===== src/rtl/sine_adc_capture.sv =====
// Sine receive path: hysteretic rising-crossing detector, period / peak measurement and triggered capture buffer.
// Define SINE_ADC_DC_EST_EN to build the (pk_max + pk_min) / 2 DC estimator; otherwise dc_est is tied to MID.
module sine_adc_capture #(
  parameter int DATA_W = 12,
  parameter int DEPTH  = 64,
  parameter int MID    = 2048,
  parameter int HYST   = 64,
  parameter int PER_W  = 16,
  localparam int AW    = $clog2(DEPTH)
) (
  input  logic              clk,
  input  logic              rst_n,
  input  logic              en,
  input  logic              sample_valid,
  input  logic [DATA_W-1:0] sample_data,
  input  logic              start,
  output logic              busy,
  output logic              done,
  input  logic [AW-1:0]     rd_addr,
  output logic [DATA_W-1:0] rd_data,
  output logic [PER_W-1:0]  period,
  output logic              period_valid,
  output logic              period_ovf,
  output logic [DATA_W-1:0] pk_max,
  output logic [DATA_W-1:0] pk_min,
  output logic [DATA_W-1:0] dc_est
);

  typedef enum logic [1:0] {S_IDLE, S_ARMED, S_CAPT, S_DONE} state_t;

  localparam logic [DATA_W-1:0] MID_C   = DATA_W'(MID);
  localparam logic [DATA_W-1:0] ARM_C   = DATA_W'(MID - HYST);
  localparam logic [PER_W-1:0]  CNT_MAX = '1;
  localparam logic [AW-1:0]     LAST_A  = AW'(DEPTH - 1);

  state_t              state_q;
  logic                busy_q, done_q;
  logic [AW-1:0]       waddr_q;
  logic                arm_low_q, first_seen_q;
  logic [PER_W-1:0]    cnt_q, period_q;
  logic                pv_q, ovf_q;
  logic [DATA_W-1:0]   run_max_q, run_min_q, pk_max_q, pk_min_q;
  logic [DATA_W-1:0]   rd_data_q;
  logic [DATA_W-1:0]   mem [DEPTH];

  logic                acc, xing;
  logic [PER_W-1:0]    cnt_d;
  logic [DATA_W-1:0]   max_d, min_d;
  logic                wr_en;
  logic [AW-1:0]       wr_addr;

  assign acc   = sample_valid & en;
  assign xing  = acc & arm_low_q & (sample_data >= MID_C);
  assign cnt_d = (cnt_q == CNT_MAX) ? CNT_MAX : cnt_q + 1'b1;
  assign max_d = (sample_data > run_max_q) ? sample_data : run_max_q;
  assign min_d = (sample_data < run_min_q) ? sample_data : run_min_q;

  // Crossing detector and per-period measurement
  always_ff @(posedge clk or negedge rst_n) begin
    if (!rst_n) begin
      arm_low_q    <= 1'b0;
      first_seen_q <= 1'b0;
      cnt_q        <= '0;
      period_q     <= '0;
      pv_q         <= 1'b0;
      ovf_q        <= 1'b0;
      run_max_q    <= '0;
      run_min_q    <= '1;
      pk_max_q     <= '0;
      pk_min_q     <= '1;
    end else begin
      pv_q <= 1'b0;
      if (acc) begin
        if (sample_data <= ARM_C) arm_low_q <= 1'b1;
        else if (xing)            arm_low_q <= 1'b0;
        if (xing) begin
          first_seen_q <= 1'b1;
          cnt_q        <= '0;
          run_max_q    <= sample_data;
          run_min_q    <= sample_data;
          if (first_seen_q) begin
            period_q <= cnt_d;
            pk_max_q <= max_d;
            pk_min_q <= min_d;
            pv_q     <= 1'b1;
          end
        end else begin
          cnt_q     <= cnt_d;
          run_max_q <= max_d;
          run_min_q <= min_d;
          if (cnt_d == CNT_MAX) ovf_q <= 1'b1;
        end
      end
    end
  end

`ifdef SINE_ADC_DC_EST_EN
  logic [DATA_W:0]   dc_sum;
  logic [DATA_W-1:0] dc_q;
  assign dc_sum = {1'b0, max_d} + {1'b0, min_d};
  always_ff @(posedge clk or negedge rst_n) begin
    if (!rst_n)                   dc_q <= MID_C;
    else if (xing & first_seen_q) dc_q <= dc_sum[DATA_W:1];
  end
  assign dc_est = dc_q;
`else
  assign dc_est = MID_C;
`endif

  // Capture FSM; a start coinciding with a crossing in IDLE only arms
  always_ff @(posedge clk or negedge rst_n) begin
    if (!rst_n) begin
      state_q <= S_IDLE;
      busy_q  <= 1'b0;
      done_q  <= 1'b0;
      waddr_q <= '0;
    end else begin
      case (state_q)
        S_IDLE: if (start) begin
          state_q <= S_ARMED;
          busy_q  <= 1'b1;
        end
        S_ARMED: if (xing) begin
          state_q <= S_CAPT;
          waddr_q <= AW'(1);
        end
        S_CAPT: if (acc) begin
          waddr_q <= waddr_q + 1'b1;
          if (waddr_q == LAST_A) begin
            state_q <= S_DONE;
            busy_q  <= 1'b0;
            done_q  <= 1'b1;
          end
        end
        S_DONE: if (start) begin
          state_q <= S_ARMED;
          busy_q  <= 1'b1;
          done_q  <= 1'b0;
          waddr_q <= '0;
        end
        default: state_q <= S_IDLE;
      endcase
    end
  end

  assign wr_en   = (xing & (state_q == S_ARMED)) | (acc & (state_q == S_CAPT));
  assign wr_addr = (state_q == S_ARMED) ? '0 : waddr_q;

  always_ff @(posedge clk) begin
    if (wr_en) mem[wr_addr] <= sample_data;
  end

  always_ff @(posedge clk or negedge rst_n) begin
    if (!rst_n) rd_data_q <= '0;
    else        rd_data_q <= mem[rd_addr];
  end

  assign busy         = busy_q;
  assign done         = done_q;
  assign rd_data      = rd_data_q;
  assign period       = period_q;
  assign period_valid = pv_q;
  assign period_ovf   = ovf_q;
  assign pk_max       = pk_max_q;
  assign pk_min       = pk_min_q;

endmodule


===== config.mk =====
export PLATFORM = sky130hd
export DESIGN_NAME = sine_adc_capture
export DESIGN_NICKNAME = d
export VERILOG_FILES = /design/src/rtl/sine_adc_capture.sv
export SDC_FILE = /design/constraint.sdc
export NUM_CORES = 1
export LEC_CHECK = 0
export ABC_AREA = 1
export CAP_MARGIN = 20
export CELL_PAD_IN_SITES_DETAIL_PLACEMENT = 0
export CELL_PAD_IN_SITES_GLOBAL_PLACEMENT = 1
export CORE_MARGIN = 1
export CORE_UTILIZATION = 40
export DETAILED_ROUTE_END_ITERATION = 8
export PLACE_DENSITY = 0.7
export SLEW_MARGIN = 10
export SYNTH_ARGS = -nofsm -noshare
export SYNTH_HDL_FRONTEND = slang
export SYNTH_SLANG_ARGS = --single-unit

===== constraint.sdc =====
create_clock -name clk -period 2.9 [get_ports clk]
set_clock_uncertainty 0.2 [all_clocks]
set_input_delay 0.29 -clock clk [delete_from_list [all_inputs] [get_ports clk]]
set_output_delay 0.29 -clock clk [all_outputs]
set_load 0.1 [all_outputs]

==> flow_metrics.tcl <==
set metrics [dict create \
    detailedPlacementHpwl_um 64900 \
    period_needed_ns 2.69 \
    antenna_found_initial 3 \
    worstSetupEndpointType "flip-flop" \
    max-slew-margin-rel_pct 42.0 \
    run_status "finished, final reports clean" \
    ys_seq_area_share_pct 70.4 \
    finish.net_count 3486 \
    antenna-diode-count 0 \
    finalWeightedCongestion 0.899 \
    setup_viol_count_final 0 \
    achievable-frequency_mhz 372 \
    totalWireLength_um 105000 \
    synth_top_area_share_pct 63.0 \
    num_io_pins 91 \
    worst_skew_pair.late_latency_ns 0.66 \
    post_synth_main_area_contributors "sky130_fd_sc_hd__edfxtp_1, sky130_fd_sc_hd__nand2_1, sky130_fd_sc_hd__dfrtp_1" \
    cts-root-to-sink-buffers 3 \
    grt_first_pass_wirelength_um 156000 \
    detailedRoute.firstIterationViolations 2150 \
    dieArea_um2 92700 \
    finalWorstSetupSlack_ns 0.211 \
    setup_repair_after_global_routing_missed_its_margin "no" \
    hold_ws_ns 0.0340 \
    netlist_instances 3274 \
    critPathLaunchType "flip-flop" \
    antenna_left 0 \
    critPathKind "flip-flop to flip-flop" \
    pin_count_of_the_biggest_net_entering_global_routing 97 \
    initial_core_util_pct 40.5 \
    cts.htree.levels 3 \
    timing.critical_path.fanout_max 12 \
    synth_async_sr_flop_share_pct 12.1 \
    port_buffers 78 \
    max-cap-violations 0 \
    yosys-top-cells-count "sky130_fd_sc_hd__edfxtp_1, sky130_fd_sc_hd__nand2_1, sky130_fd_sc_hd__nor2_1" \
    chipWidth_um 304 \
    cellPowerDensity_nw_per_um2 762 \
    yosys_warnings 0 \
    via_total_after_detailed_routing 24900 \
    tightestPinTransition_ns 0.870 \
    detail_route.first_pass.iterations 5 \
    grt_util_all_layers_pct 22.5 \
    synth-edff-count 768 \
    cp.arrival_ns 2.81 \
    synth.ff_latch_count 874 \
    clk_root_buffer_cell "sky130_fd_sc_hd__clkbuf_16" \
    post_synthesis_mean_instance_area_um2 11.2 \
    routed_wire_length_per_instance_um 22.3 \
    fp.dieH_um 304 \
    worst_min_path_class "input port to flip-flop" \
    cts_sinks 874 \
    required_ns 3.03 \
    slew_viol_final 0 \
    synth_top_cell_by_area "sky130_fd_sc_hd__edfxtp_1" \
    cts_clk_pin_slew_worst_paths_ns 0.06 \
    drive_gt1_share_pct 11.7 \
    synth_most_common_cell "sky130_fd_sc_hd__edfxtp_1" \
    tritoncts.num_buffers 93 \
    timing_hold_violations_final 0 \
    p_leak_nw 16.1 \
    route.detailed.drc 0 \
    detail_route.vias_per_cell 5.31 \
    peakVddDrop_mv 0.826 \
    core_um2 90300 \
    cts_tree "done" \
    num_rows 110 \
    synth.lib_cells_used.distinct 37 \
    detailedPlace.worstSlack_ns -0.0658 \
    syn2layout_area_growth_pct 16.9 \
    grt_pass1_vias 24300 \
    overflow 0 \
    ys.flop_type "sky130_fd_sc_hd__edfxtp_1" \
    netlist_area_um2 36600 \
    period_share_pct 92.7 \
]
[critical path, stage by stage, from the launching register on]
cell and delay [ns]:
sky130_fd_sc_hd__dfrtp_1 0.41, sky130_fd_sc_hd__inv_1 0.07, sky130_fd_sc_hd__ha_1 0.21, sky130_fd_sc_hd__inv_1 0.12, sky130_fd_sc_hd__o21ai_1 0.25, sky130_fd_sc_hd__buf_4 0.22, sky130_fd_sc_hd__inv_1 0.05, sky130_fd_sc_hd__nor3_1 0.21
sky130_fd_sc_hd__inv_1 0.09, sky130_fd_sc_hd__buf_4 0.21, sky130_fd_sc_hd__nor2_1 0.11, sky130_fd_sc_hd__buf_4 0.22
[registers in the layout (all words and copies together) (netlist names), 12 cells and up]
register	flops
mem	768
pk_min	12
rd_data	12
pk_max	12
run_min_q	12
run_max_q	12
cnt_q	16
period	16
[cells by family (layout without fill, tap and decap cells)]
group	after synthesis	after routing	share of synthesized area [%]
other	2	12	0.0205
DFF	874	874	70.4
xor gates and xnor gates	2	2	0.0479
adders and majority gates	28	28	0.958
and+or+nand+nor	1420	1420	15.8
AOI/OAI and AO/OA	584	584	8.48
buffers and inverters	364	589	4.30
[cell usage in the layout, fill, tap and decap left out, types with 4 or more instances in the layout]
master,instances
sky130_fd_sc_hd__a21oi_1,111
sky130_fd_sc_hd__buf_12,51
sky130_fd_sc_hd__buf_2,13
sky130_fd_sc_hd__buf_4,179
sky130_fd_sc_hd__bufinv_16,9
sky130_fd_sc_hd__clkbuf_1,18
sky130_fd_sc_hd__clkbuf_16,95
sky130_fd_sc_hd__clkbuf_8,4
sky130_fd_sc_hd__clkdlybuf4s50_1,5
sky130_fd_sc_hd__clkinv_1,20
sky130_fd_sc_hd__clkinv_2,17
sky130_fd_sc_hd__conb_1,12
sky130_fd_sc_hd__dfrtp_1,82
sky130_fd_sc_hd__dfstp_2,24
sky130_fd_sc_hd__dlygate4sd3_1,9
sky130_fd_sc_hd__edfxtp_1,768
sky130_fd_sc_hd__ha_1,28
sky130_fd_sc_hd__inv_1,156
sky130_fd_sc_hd__nand2_1,706
sky130_fd_sc_hd__nand2_2,4
sky130_fd_sc_hd__nand3_1,317
sky130_fd_sc_hd__nand4_1,8
sky130_fd_sc_hd__nor2_1,370
sky130_fd_sc_hd__nor3_1,9
sky130_fd_sc_hd__o21ai_0,311
sky130_fd_sc_hd__o21ai_1,25
sky130_fd_sc_hd__o22ai_1,128
[cell type report]
class | count | area [um2]
clock buffers | 117 | 2500
clock inverters | 52 | 542
fillers | 8247 | 47500
inverters | 161 | 616
multi-input cells | 2046 | 9300
flip-flops and latches | 874 | 25700
well taps | 1176 | 1470
repair buffers | 259 | 2600
[worst paths after layout]
check	start	to	slack (ns)	cells after the start
setup / recovery	state_q[1]$_DFFE_PN0P_	mem[37][3]$_DFFE_PP_	0.21	11
hold / removal	sample_data[2]	run_min_q[2]$_DFFE_PN1P_	0.03	3
setup reg to reg	state_q[1]$_DFFE_PN0P_	mem[37][3]$_DFFE_PP_	0.21	11
hold reg to reg	first_seen_q$_DFFE_PN0P_	first_seen_q$_DFFE_PN0P_	0.27	2
max in group asynchronous	rst_n	first_seen_q$_DFFE_PN0P_	0.62	4
min in group asynchronous	rst_n	period[15]$_DFFE_PN0P_	0.47	3
[per-layer routing]
metal  global-route usage (%)  vias to the layer above  share of wire [%]
met5                        0                        -                  0
met4                     8.17                        0                3.4
met3                     4.34                      173                6.6
met2                     36.1                      801                 47
met1                     30.3                    12100                 43
li1                         -                    11800                  -
[stage by stage]
step           total power, mW  instances  cell area (um2)  utilization [%]  TNS (ns)
2_1_floorplan             19.1       3284            36600                -         0
3_3_place_gp              20.9       4507            39600             43.9     -9.96
3_5_place_dp              21.0       4507            39600             43.9     -3.32
4_1_cts                   32.8       4685            42800             47.4         0
5_1_grt                   33.8       4685            42800             47.4         0
6_report                  32.6       4685            42800             47.4         0
[where the power goes]
| group | internal, mW | switching [mW] | total (mW) |
|---|---|---|---|
| Sequential | 14.3 | 0.329 | 14.6 |
| Combinational | 1.46 | 4.61 | 6.07 |
| Clock | 6.93 | 4.95 | 11.9 |
| Total | 22.7 | 9.88 | 32.6 |
[what timing repair did]
action                                  in CTS  in global routing
endpoints found under the setup margin       0                 84
endpoints found under the hold margin       96                  0
hold buffers                                 9                  0
gates resized for setup                      0                  1
setup buffers                                0                  0
Note: power is estimated with default switching activity, not from simulation.
